### src/rtl/sram_scan_pkg.sv
// Shared types and header/word geometry for the serial-scan SRAM burst controller.
// SRAM_SCAN_PARITY_EN adds one even-parity bit per data word in both directions.
package sram_scan_pkg;

    typedef enum logic [2:0] {
        ST_IDLE,
        ST_HDR,
        ST_WR_SHIFT,
        ST_WR_ISSUE,
        ST_RD_ISSUE,
        ST_RD_SHIFT,
        ST_DONE
    } state_e;

`ifdef SRAM_SCAN_PARITY_EN
    localparam int unsigned PAR_BITS = 1;
`else
    localparam int unsigned PAR_BITS = 0;
`endif

    localparam int unsigned HDR_RW_BIT  = 0;
    localparam int unsigned HDR_CNT_LSB = 1;

    function automatic int unsigned hdr_addr_lsb(input int unsigned cnt_w);
        return 1 + cnt_w;
    endfunction

    function automatic int unsigned hdr_len(input int unsigned addr_w, input int unsigned cnt_w);
        return 1 + cnt_w + addr_w;
    endfunction

    function automatic int unsigned word_bits(input int unsigned data_w);
        return data_w + PAR_BITS;
    endfunction

    function automatic int unsigned max_u(input int unsigned a, input int unsigned b);
        return (a > b) ? a : b;
    endfunction

endpackage

### src/rtl/sram_scan_burst_ctrl_if.sv
// Scan-pin and SRAM-port bundle for sram_scan_burst_ctrl.
// slave = controller side, master = scan host / SRAM side.
interface sram_scan_burst_ctrl_if #(
    parameter int unsigned ADDR_W = 12,
    parameter int unsigned DATA_W = 8
);
    logic              scan_en;
    logic              scan_in;
    logic              scan_out;
    logic              scan_out_valid;
    logic              busy;
    logic              done;
    logic              err;
    logic              sram_ce;
    logic              sram_we;
    logic [ADDR_W-1:0] sram_addr;
    logic [DATA_W-1:0] sram_din;
    logic [DATA_W-1:0] sram_dout;

    modport slave (
        input  scan_en, scan_in, sram_dout,
        output scan_out, scan_out_valid, busy, done, err,
               sram_ce, sram_we, sram_addr, sram_din
    );

    modport master (
        output scan_en, scan_in, sram_dout,
        input  scan_out, scan_out_valid, busy, done, err,
               sram_ce, sram_we, sram_addr, sram_din
    );
endinterface

### src/rtl/sram_scan_shift.sv
// Right-shifting register (serial in at MSB, serial out at LSB) with parallel
// load, synchronous clear and a count of bits shifted since the last clear/load.
module sram_scan_shift #(
    parameter int unsigned WIDTH = 8,
    parameter int unsigned CW    = 4
) (
    input  logic             clk,
    input  logic             rst,
    input  logic             clr,
    input  logic             load,
    input  logic             shift,
    input  logic             ser_in,
    input  logic [WIDTH-1:0] load_data,
    output logic             ser_out,
    output logic [WIDTH-1:0] par_nxt,
    output logic [CW-1:0]    cnt
);
    logic [WIDTH-1:0] data_q, data_d;
    logic [CW-1:0]    cnt_q, cnt_d;

    always_comb begin
        par_nxt = {ser_in, data_q[WIDTH-1:1]};
        data_d  = data_q;
        cnt_d   = cnt_q;
        if (clr) begin
            data_d = '0;
            cnt_d  = '0;
        end else if (load) begin
            data_d = load_data;
            cnt_d  = '0;
        end else if (shift) begin
            data_d = par_nxt;
            cnt_d  = cnt_q + CW'(1);
        end
    end

    always_ff @(posedge clk or posedge rst) begin
        if (rst) begin
            data_q <= '0;
            cnt_q  <= '0;
        end else begin
            data_q <= data_d;
            cnt_q  <= cnt_d;
        end
    end

    assign ser_out = data_q[0];
    assign cnt     = cnt_q;
endmodule

### src/rtl/sram_scan_burst_ctrl.sv
// Serial-scan burst controller driving a single-port synchronous SRAM.
// Optional SRAM_SCAN_PARITY_EN: even parity per word, bad write words are dropped.
module sram_scan_burst_ctrl
    import sram_scan_pkg::*;
#(
    parameter int unsigned ADDR_W = 12,
    parameter int unsigned DATA_W = 8,
    parameter int unsigned CNT_W  = 4
) (
    input  logic                   clk,
    input  logic                   rst,
    sram_scan_burst_ctrl_if.slave  bus
);
    localparam int unsigned HDR_LEN  = hdr_len(ADDR_W, CNT_W);
    localparam int unsigned ADDR_LSB = hdr_addr_lsb(CNT_W);
    localparam int unsigned W        = word_bits(DATA_W);
    localparam int unsigned IN_W     = max_u(HDR_LEN, W);
    localparam int unsigned IN_CW    = $clog2(IN_W + 1);
    localparam int unsigned OUT_CW   = $clog2(W + 1);

    state_e              state_q, state_d;
    logic [ADDR_W-1:0]   addr_q, addr_d;
    logic [CNT_W-1:0]    left_q, left_d;
    logic [DATA_W-1:0]   wdata_q, wdata_d;
    logic                wr_ok_q, wr_ok_d;
    logic                err_q, err_d;
    logic                en_q, en_d;
    logic                rd_pend_q, rd_pend_d;
    logic                out_valid_q, out_valid_d;

    logic                in_clr, in_shift;
    logic                out_clr, out_load, out_shift;
    logic [IN_W-1:0]     in_nxt;
    logic [IN_CW-1:0]    in_cnt;
    logic                in_ser_unused;
    logic [W-1:0]        out_nxt_unused;
    logic                out_ser;
    logic [OUT_CW-1:0]   out_cnt;
    logic [W-1:0]        out_load_data;
    logic [HDR_LEN-1:0]  hdr;
    logic [W-1:0]        word;
    logic                word_ok;
    logic                start;
    logic                ce, we, done, busy;

    sram_scan_shift #(.WIDTH(IN_W), .CW(IN_CW)) u_in_shift (
        .clk       (clk),
        .rst       (rst),
        .clr       (in_clr),
        .load      (1'b0),
        .shift     (in_shift),
        .ser_in    (bus.scan_in),
        .load_data ('0),
        .ser_out   (in_ser_unused),
        .par_nxt   (in_nxt),
        .cnt       (in_cnt)
    );

    sram_scan_shift #(.WIDTH(W), .CW(OUT_CW)) u_out_shift (
        .clk       (clk),
        .rst       (rst),
        .clr       (out_clr),
        .load      (out_load),
        .shift     (out_shift),
        .ser_in    (1'b0),
        .load_data (out_load_data),
        .ser_out   (out_ser),
        .par_nxt   (out_nxt_unused),
        .cnt       (out_cnt)
    );

    // Header and words are decoded from the post-shift value so the bit sampled this cycle is included.
    assign hdr  = in_nxt[IN_W-1 -: HDR_LEN];
    assign word = in_nxt[IN_W-1 -: W];

`ifdef SRAM_SCAN_PARITY_EN
    assign word_ok       = ~^word;
    assign out_load_data = {^bus.sram_dout, bus.sram_dout};
`else
    assign word_ok       = 1'b1;
    assign out_load_data = bus.sram_dout;
`endif

    assign start = (state_q == ST_IDLE) && bus.scan_en && !en_q;

    always_comb begin
        state_d     = state_q;
        addr_d      = addr_q;
        left_d      = left_q;
        wdata_d     = wdata_q;
        wr_ok_d     = wr_ok_q;
        err_d       = err_q;
        en_d        = bus.scan_en;
        rd_pend_d   = 1'b0;
        out_valid_d = out_valid_q;
        in_clr      = 1'b0;
        in_shift    = 1'b0;
        out_clr     = 1'b0;
        out_load    = 1'b0;
        out_shift   = 1'b0;
        ce          = 1'b0;
        we          = 1'b0;
        done        = 1'b0;
        unique case (state_q)
            ST_IDLE: begin
                out_clr     = 1'b1;
                out_valid_d = 1'b0;
                if (start) begin
                    state_d  = ST_HDR;
                    in_shift = 1'b1;
                    err_d    = 1'b0;
                end else begin
                    in_clr = 1'b1;
                end
            end
            ST_HDR: begin
                if (!bus.scan_en) begin
                    state_d = ST_IDLE;
                    in_clr  = 1'b1;
                end else begin
                    in_shift = 1'b1;
                    if (in_cnt == IN_CW'(HDR_LEN - 1)) begin
                        in_clr  = 1'b1;
                        addr_d  = hdr[ADDR_LSB +: ADDR_W];
                        left_d  = hdr[HDR_CNT_LSB +: CNT_W];
                        state_d = hdr[HDR_RW_BIT] ? ST_WR_SHIFT : ST_RD_ISSUE;
                    end
                end
            end
            ST_WR_SHIFT: begin
                if (!bus.scan_en) begin
                    state_d = ST_IDLE;
                    in_clr  = 1'b1;
                end else begin
                    in_shift = 1'b1;
                    if (in_cnt == IN_CW'(W - 1)) begin
                        in_clr  = 1'b1;
                        wdata_d = word[DATA_W-1:0];
                        wr_ok_d = word_ok;
                        if (!word_ok) begin
                            err_d = 1'b1;
                        end
                        state_d = ST_WR_ISSUE;
                    end
                end
            end
            ST_WR_ISSUE: begin
                // The strobe is owed even when scan_en drops on this very cycle.
                ce     = wr_ok_q;
                we     = wr_ok_q;
                addr_d = addr_q + ADDR_W'(1);
                if (!bus.scan_en) begin
                    state_d = ST_IDLE;
                    in_clr  = 1'b1;
                end else if (left_q == '0) begin
                    state_d = ST_DONE;
                    in_clr  = 1'b1;
                end else begin
                    left_d   = left_q - CNT_W'(1);
                    in_shift = 1'b1;
                    state_d  = ST_WR_SHIFT;
                end
            end
            ST_RD_ISSUE: begin
                if (!bus.scan_en) begin
                    state_d = ST_IDLE;
                end else begin
                    ce        = 1'b1;
                    addr_d    = addr_q + ADDR_W'(1);
                    rd_pend_d = 1'b1;
                    state_d   = ST_RD_SHIFT;
                end
            end
            ST_RD_SHIFT: begin
                if (!bus.scan_en) begin
                    state_d     = ST_IDLE;
                    out_valid_d = 1'b0;
                end else begin
                    out_load  = rd_pend_q;
                    out_shift = out_valid_q;
                    if (rd_pend_q) begin
                        out_valid_d = 1'b1;
                    end
                    // Issuing two bits early lands the next word right behind the current one.
                    if (out_valid_q && out_cnt == OUT_CW'(W - 2) && left_q != '0) begin
                        ce        = 1'b1;
                        addr_d    = addr_q + ADDR_W'(1);
                        left_d    = left_q - CNT_W'(1);
                        rd_pend_d = 1'b1;
                    end
                    if (out_valid_q && !rd_pend_q && out_cnt == OUT_CW'(W - 1)) begin
                        out_valid_d = 1'b0;
                        state_d     = ST_DONE;
                    end
                end
            end
            ST_DONE: begin
                done    = 1'b1;
                in_clr  = 1'b1;
                out_clr = 1'b1;
                state_d = ST_IDLE;
            end
            default: state_d = ST_IDLE;
        endcase
    end

    assign busy = (state_q != ST_IDLE) || start;

    always_ff @(posedge clk or posedge rst) begin
        if (rst) begin
            state_q     <= ST_IDLE;
            addr_q      <= '0;
            left_q      <= '0;
            wdata_q     <= '0;
            wr_ok_q     <= 1'b0;
            err_q       <= 1'b0;
            en_q        <= 1'b0;
            rd_pend_q   <= 1'b0;
            out_valid_q <= 1'b0;
        end else begin
            state_q     <= state_d;
            addr_q      <= addr_d;
            left_q      <= left_d;
            wdata_q     <= wdata_d;
            wr_ok_q     <= wr_ok_d;
            err_q       <= err_d;
            en_q        <= en_d;
            rd_pend_q   <= rd_pend_d;
            out_valid_q <= out_valid_d;
        end
    end

    assign bus.scan_out       = out_valid_q & out_ser;
    assign bus.scan_out_valid = out_valid_q;
    assign bus.busy           = busy;
    assign bus.done           = done;
    assign bus.err            = err_q;
    assign bus.sram_ce        = ce;
    assign bus.sram_we        = we;
    assign bus.sram_addr      = addr_q;
    assign bus.sram_din       = wdata_q;
endmodule

### src/flat_wrapper.sv
// flat-port wrapper written by rule: the top's interface ports become plain ports
module sram_scan_burst_ctrl_flat import sram_scan_pkg::*;
#(
    parameter int unsigned ADDR_W = 12,
    parameter int unsigned DATA_W = 8,
    parameter int unsigned CNT_W  = 4
)
  (clk, rst, bus_scan_en, bus_scan_in, bus_sram_dout, bus_scan_out, bus_scan_out_valid, bus_busy, bus_done, bus_err, bus_sram_ce, bus_sram_we, bus_sram_addr, bus_sram_din);
  sram_scan_burst_ctrl_if #(.ADDR_W(ADDR_W), .DATA_W(DATA_W)) bus_i ();
  input  logic clk;
  input  logic rst;
  input wire logic [$bits(bus_i.scan_en)-1:0] bus_scan_en;
  input wire logic [$bits(bus_i.scan_in)-1:0] bus_scan_in;
  input wire logic [$bits(bus_i.sram_dout)-1:0] bus_sram_dout;
  output wire logic [$bits(bus_i.scan_out)-1:0] bus_scan_out;
  output wire logic [$bits(bus_i.scan_out_valid)-1:0] bus_scan_out_valid;
  output wire logic [$bits(bus_i.busy)-1:0] bus_busy;
  output wire logic [$bits(bus_i.done)-1:0] bus_done;
  output wire logic [$bits(bus_i.err)-1:0] bus_err;
  output wire logic [$bits(bus_i.sram_ce)-1:0] bus_sram_ce;
  output wire logic [$bits(bus_i.sram_we)-1:0] bus_sram_we;
  output wire logic [$bits(bus_i.sram_addr)-1:0] bus_sram_addr;
  output wire logic [$bits(bus_i.sram_din)-1:0] bus_sram_din;
  assign bus_i.scan_en = bus_scan_en;
  assign bus_i.scan_in = bus_scan_in;
  assign bus_i.sram_dout = bus_sram_dout;
  assign bus_scan_out = bus_i.scan_out;
  assign bus_scan_out_valid = bus_i.scan_out_valid;
  assign bus_busy = bus_i.busy;
  assign bus_done = bus_i.done;
  assign bus_err = bus_i.err;
  assign bus_sram_ce = bus_i.sram_ce;
  assign bus_sram_we = bus_i.sram_we;
  assign bus_sram_addr = bus_i.sram_addr;
  assign bus_sram_din = bus_i.sram_din;
  sram_scan_burst_ctrl #(.ADDR_W(ADDR_W), .DATA_W(DATA_W), .CNT_W(CNT_W)) u_core (.clk(clk), .rst(rst), .bus(bus_i));
endmodule
### config.mk
export PLATFORM = sky130hd
export DESIGN_NAME = sram_scan_burst_ctrl_flat
export DESIGN_NICKNAME = d
export VERILOG_FILES = /design/src/rtl/sram_scan_pkg.sv /design/src/rtl/sram_scan_burst_ctrl_if.sv /design/src/rtl/sram_scan_shift.sv /design/src/rtl/sram_scan_burst_ctrl.sv /design/src/flat_wrapper.sv
export SDC_FILE = /design/constraint.sdc
export NUM_CORES = 1
export LEC_CHECK = 0
export ABC_AREA = 1
export ABC_CLOCK_PERIOD_IN_PS = 1990
export BUFFER_PORTS_ARGS = -buffer_cell sky130_fd_sc_hd__buf_4
export CAP_MARGIN = 20
export CELL_PAD_IN_SITES_DETAIL_PLACEMENT = 0
export CELL_PAD_IN_SITES_GLOBAL_PLACEMENT = 1
export CORE_MARGIN = 2
export CORE_UTILIZATION = 39
export DETAILED_ROUTE_END_ITERATION = 10
export HOLD_SLACK_MARGIN = 0.08
export PLACE_DENSITY_LB_ADDON = 0.15
export SLEW_MARGIN = 20
export SYNTH_ARGS = -nofsm -noshare
export SYNTH_HDL_FRONTEND = slang
export SYNTH_SLANG_ARGS = --single-unit
### constraint.sdc
create_clock -name clk -period 1.99 [get_ports clk]
set_input_delay 0.2985 -clock clk [delete_from_list [all_inputs] [get_ports clk]]
set_output_delay 0.2985 -clock clk [all_outputs]
set_load 0.02 [all_outputs]
==> impl_metrics.json, run 1 <==
{
  "grt_pass1_vias": 3184,
  "firstDrtPassIters": 4,
  "nNetsFinal": 579,
  "critPathTopFamily": "flip-flops",
  "diodes": 0,
  "r2r_start": "u_core.u_out_shift.cnt[0]",
  "start_util_pct": 40.3,
  "grt_remaining_overflow": 0,
  "grt_max_degree": 32,
  "dieArea_um2": 10400,
  "synth_area_leader_cell": "dfrtp_1",
  "cts-htree-levels": 3,
  "synth-main-ff-cell": "dfrtp_1",
  "synth_top_area_share_pct": 43.0,
  "status": "complete, no violations",
  "numCtsBuffers": 9,
  "avgSynthCellArea_um2": 7.32,
  "num_vias": 3382,
  "worst_slack_ps": 96.5,
  "dr.first_iter.drc_count": 130,
  "critPathSlowestCell": "dfrtp_1",
  "synth_area_um2": 3730,
  "post_drt_wl_per_cell_um": 13.0,
  "cts.sinks": 64,
  "setup_viol_count_final": 0,
  "maxSlewViolCount": 0,
  "criticalPathCategory": "reg2out",
  "hold_viol": 0,
  "synthArstFlopShare_pct": 100,
  "synth_cells": 509,
  "yosys.area_share.simple_pct": 36.3,
  "worstPathRequired_ps": 1690,
  "clk_path_buf_depth": 2,
  "clock.fmax_ghz": 0.528,
  "synth-adder-area-share_pct": 2.01,
  "synthMuxAreaShare_pct": 0,
  "skew_ps": 11.8,
  "start_kind": "register",
  "ir_drop_mv": 0.424,
  "grt_pass1_wl_um": 15400,
  "io_pins": 39,
  "syn_to_final_growth_pct": 19.7,
  "period_share_pct": 95.2,
  "synth_top_family_by_area": "simple AND/OR/NAND/NOR gates",
  "critPathArrivalTime_ps": 1600,
  "fp.dieW_um": 102,
  "place_congestion": 0.841,
  "grt_antenna_before_repair": 0,
  "synth_compound_gate_area_share_pct": 8.66,
  "crit_path_start": "u_core.u_out_shift.cnt[0]",
  "hold_class": "in2reg",
  "yosys_warnings": 0,
  "worst-path-max-fanout": 3,
  "fillerInstances": 952,
  "layout-drive-gt1-share_pct": 21.2,
  "end_kind": "output pin",
  "die_y_um": 102,
  "viasPerCell": 4.87,
  "p_per_area_nw_per_um2": 1080,
  "synth.most_common_cell": "nand2_1",
  "cts-root-buf": "clkbuf_8",
  "grt.total_usage_pct": 18.8,
  "final_design_area_no_fill_um2": 4460,
  "synth_xor_area_share_pct": 1.41,
  "yosysUniqueCellTypes": 31,
  "placed_area_um2": 4150,
  "finalCriticalPeriod_ps": 1890,
  "p_leak_nw": 2.25,
  "finish.utilization_pct": 48.3,
  "critPathBufInv": 2,
  "placementRows": 35,
  "hpwlAfterDp_um": 6480,
  "synthTopCellsByCount": "nand2_1 (168), dfrtp_1 (64), nand3_1 (60), inv_1 (59), nor2_1 (39)",
  "portBuffers": 37,
  "drt_wl_total_um": 9070,
  "timing.setup.tns_ps": 0,
  "power_w": 0.00481,
  "dp_slack_ps": 201,
  "ys_ff_latch": 64,
  "critPathMaxStageDelay_ps": 380,
  "crit_chain": "inv_1, ha_1, nand2_1, nor2_2, nand2_2, o21ai_2, or2_4, buf_6",
  "cap_violations": 0,
  "min_from": "bus_scan_en",
  "seq_area_frac_synth_pct": 43.0,
  "rsz0062_at_grt": "no",
  "clk_pin_slew_worst_paths_ps": 80,
  "clock_latency_ps": 340,
  "syn_nets": 527,
  "remaining_drc_errors": 0,
  "core-area_um2": 9240,
  "cts_tree": "done",
  "synth_enable_flop_cells": 0,
  "postRouteAntennaNets": 0,
  "yosys-top-cells-area": "dfrtp_1 (43%), nand2_1 (17%), nand3_1 (8.1%)"
}
-- power breakdown --
part           leakage [nW]  switching, W  total, W  internal [W]
Clock                 0.103      0.000551   0.00117      0.000618
Sequential            0.872      0.000216   0.00169       0.00147
Combinational          1.28       0.00128   0.00196      0.000675
-- worst paths after layout --
path / slack, ps / cells past startpoint / end
min reg2reg: 450 / 2 / u_core.wr_ok_q
max: 100 / 8 / bus_sram_ce
min in group asynchronous: 500 / 3 / u_core.u_in_shift.cnt[2]
max in group asynchronous: 970 / 4 / u_core.u_in_shift.data_q[12]
min: 170 / 1 / u_core.en_q
max reg2reg: 240 / 10 / u_core.bus.sram_addr[0]
-- cell families after synthesis --
group / Yosys count
AO/OA/AOI/OAI: 56
flip-flops: 64
AND/OR/NAND/NOR: 302
XOR/XNOR: 6
other: 1
buffers and inverters: 74
adder cells (fa/ha/maj): 6
-- cell type report --
cell class                      count  area, um2  area share, %
Inverter                           62        238           5.33
Timing Repair Buffer               53        417           9.34
Tap cell                          129        161           3.62
Clock inverter                      6       65.1           1.46
Multi-Input combinational cell    371       1840           41.2
Sequential cell                    64       1610           36.0
Clock buffer                       10        138           3.08
-- what timing repair did --
item                       in CTS  in global routing
pin swaps                       1                  4
resized for setup               8                  8
setup buffers                   1                  7
setup endpoints to repair       1                  5
hold buffers                    1                  0
hold endpoints to repair       13                  0
-- stage by stage --
| step | hold slack, ps | std cells |
|---|---|---|
| 2_1_floorplan | 330 | 509 |
| 3_3_place_gp | 319 | 670 |
| 3_5_place_dp | 313 | 670 |
| 4_1_cts | 153 | 688 |
| 5_1_grt | 155 | 695 |
| 6_report | 174 | 695 |
-- flip-flops by register name, summed over array words and instances (netlist names) --
name and count:
u_core.state_q 3, u_core.u_in_shift.data_q 16, u_core.bus.scan_out_valid 1, u_core.u_out_shift.data_q 8, u_core.u_in_shift.cnt 5, u_core.u_out_shift.cnt 4, u_core.left_q 4, u_core.bus.sram_din 8
u_core.rd_pend_q 1, u_core.bus.sram_addr 12, u_core.wr_ok_q 1, u_core.en_q 1
-- worst register-to-register path: stages (launching register included) --
cell and delay, ps:
dfrtp_1 380, inv_1 90, ha_1 150, nand2_1 60, nor2_2 110, nand2_2 70
nand2_1 100, nand3_2 180, inv_1 340, nand2_1 110, o21ai_1 100
-- layout by cell type, fill, tap and decap left out, types with 3 or more instances in the layout --
cell	instances
buf_4	50
nor2_1	38
nand3_2	5
xor2_1	3
nor2_4	3
nand2_1	167
dfrtp_2	3
o21ai_1	8
a21oi_1	11
dfrtp_1	61
inv_1	56
nor2_2	5
nand2_2	14
nand3b_1	3
ha_1	5
nand3_1	58
clkbuf_8	10
xnor2_1	3
nand4_1	5
o21ai_0	24
a21oi_2	9
inv_2	4
-- layer usage --
metal  global-route usage, %  routed length (um)
met4                    6.86                  81
met1                    28.0                4680
met3                    2.83                 256
met5                       0                   0
met2                    27.7                4050
Power figures use the tool's default switching activity.
==> inputs of run 2 (changes only) <==
ABC_CLOCK_PERIOD_IN_PS = 2100   (was 1990)
CORE_UTILIZATION = 43   (was 39)
clock period = 2.1 ns   (was 1.99 ns; I/O delays follow)
==> run 2 against run 1 <==
Compared with the run above:
- utilization increased by 4.5 points
- critical endpoint unchanged
- sequential power decreased by 5%
- global-route usage increased by 1.0 points
- clock power about the same
- critical path depth decreased by 1
- critical path type unchanged
- setup slack got worse by 17 ps
- largest cell class unchanged
- clock skew increased by 5.0 ps
==> impl_metrics.json, run 2 (synthesis results as in run 1) <==
{
  "place_congestion": 0.820,
  "skew_ps": 16.9,
  "pwr-share-comb_pct": 39.0,
  "viasPerCell": 4.96,
  "dieArea_um2": 9430,
  "num_vias": 3305,
  "firstDrtPassIters": 4,
  "use_met2_pct": 29.8,
  "worstPathRequired_ps": 1780,
  "end_kind": "output pin",
  "grt_pass1_vias": 3217,
  "postRouteAntennaNets": 0,
  "pwr-share-clk_pct": 25.8,
  "remaining_drc_errors": 0,
  "worst-path-max-fanout": 3,
  "p_switching_w": 0.00189,
  "grt_max_degree": 37,
  "hold_ws_ps": 188,
  "dr.first_iter.drc_count": 214,
  "cts_tree": "done",
  "fin_cells": 667,
  "numCtsBuffers": 9,
  "post_drt_wl_per_cell_um": 13.1,
  "core-area_um2": 8300,
  "ir_drop_mv": 0.434,
  "hpwlAfterDp_um": 6320,
  "grt_pass1_wl_um": 15400,
  "p_leak_nw": 2.23,
  "grt_remaining_overflow": 0,
  "hold_class": "in2reg",
  "grt_antenna_before_repair": 0,
  "nNetsFinal": 575,
  "maxSlewViolCount": 0,
  "die_y_um": 97.1,
  "cts-htree-levels": 3,
  "finalCriticalPeriod_ps": 2020,
  "period_share_pct": 96.2,
  "cap_violations": 0,
  "portBuffers": 37,
  "clk_path_buf_depth": 2,
  "cellInternalPower_w": 0.00265,
  "swShare_pct": 41.6,
  "criticalPathCategory": "reg2out",
  "placementRows": 33,
  "final_cell_mix": "nand2_1 (167), dfrtp_1 (62), nand3_1 (59)",
  "clk_pin_slew_worst_paths_ps": 70,
  "top_register": "u_core.u_in_shift.data_q",
  "met3_usage_pct": 3.09,
  "p_per_area_nw_per_um2": 1030,
  "clock.fmax_ghz": 0.495,
  "hold_viol": 0,
  "gr-usage-met1_pct": 29.4,
  "grt.busiest_layer": "met2",
  "setup_viol_count_final": 0,
  "final_common_cell": "nand2_1",
  "io_pins": 39,
  "place_inst": 646,
  "diodes": 0,
  "syn_to_final_growth_pct": 17.6,
  "drt_wl_total_um": 8740,
  "grt.total_usage_pct": 19.8,
  "cts-root-buf": "clkbuf_8",
  "power_frac_seq_pct": 35.2,
  "status": "complete, no violations",
  "cts.sinks": 64,
  "critPathArrivalTime_ps": 1710,
  "fp.dieW_um": 97.1,
  "layout-drive-gt1-share_pct": 20.1,
  "clock_latency_ps": 350,
  "largest_register_ff_count": 16,
  "start_kind": "register",
  "start_util_pct": 44.9
}
[run 2: through the flow]
stage / setup WS, ps / util [%] / TNS [ps] / instance area (um2) / power [W]
after global routing: -4.02 / 52.8 / -4.02 / 4380 / 0.00489
after global placement: 263 / 49.4 / 0 / 4100 / 0.00329
after detailed placement: 209 / 49.4 / 0 / 4100 / 0.00330
final: 79.1 / 52.8 / 0 / 4380 / 0.00454
after floorplan: 187 / - / 0 / 3730 / 0.00285
after CTS: 9.86 / 52.3 / 0 / 4340 / 0.00452
[run 2: metal layers]
layer	up-vias	routed length (um)
li1	1708	-
met1	1536	4470
met2	54	3830
met3	7	359
met4	0	76
met5	-	0
[run 2: cell type report]
class / count / area (um2)
fill: 823 / 3920
inverter: 62 / 235
clock buffer: 10 / 128
sequential: 64 / 1600
multi-input combinational: 371 / 1830
clock inverter: 6 / 83.8
timing repair buffer: 49 / 370
tap: 105 / 131
[run 2: worst max-delay path: stages (launching register included)]
cell and delay [ps]:
dfrtp_1 390, inv_2 90, ha_4 150, nand3_2 120, nand2_2 100, o21ai_2 70
or2_2 280, buf_4 160
[run 2: path summary, 6_finish.rpt]
check | to | cells after the start | slack [ps] | startpoint
min in group asynchronous | u_core.bus.sram_din[4] | 4 | 600 | rst
max in group asynchronous | u_core.u_out_shift.data_q[7] | 4 | 1100 | rst
min | u_core.en_q | 1 | 190 | bus_scan_en
max | bus_sram_ce | 7 | 80 | u_core.left_q[0]
min reg2reg | u_core.wr_ok_q | 2 | 450 | u_core.wr_ok_q
max reg2reg | u_core.left_q[1] | 9 | 360 | u_core.u_out_shift.cnt[0]
[run 2: power by group through the flow]
stage,logic [W],registers (W),clock network [W]
floorplan,0.00122,0.00163,0
global placement,0.00168,0.00161,0
detailed placement,0.00168,0.00162,0
CTS,0.00173,0.00160,0.00119
global route,0.00201,0.00163,0.00126
finish,0.00177,0.00160,0.00117
[run 2: timing repair]
item / in CTS / in global routing
resized for setup: 7 / 4
buffers inserted: 0 / 4
setup endpoints to repair: 1 / 1
hold endpoints to repair: 28 / 0
hold buffers: 1 / 0
pin swaps: 0 / 1
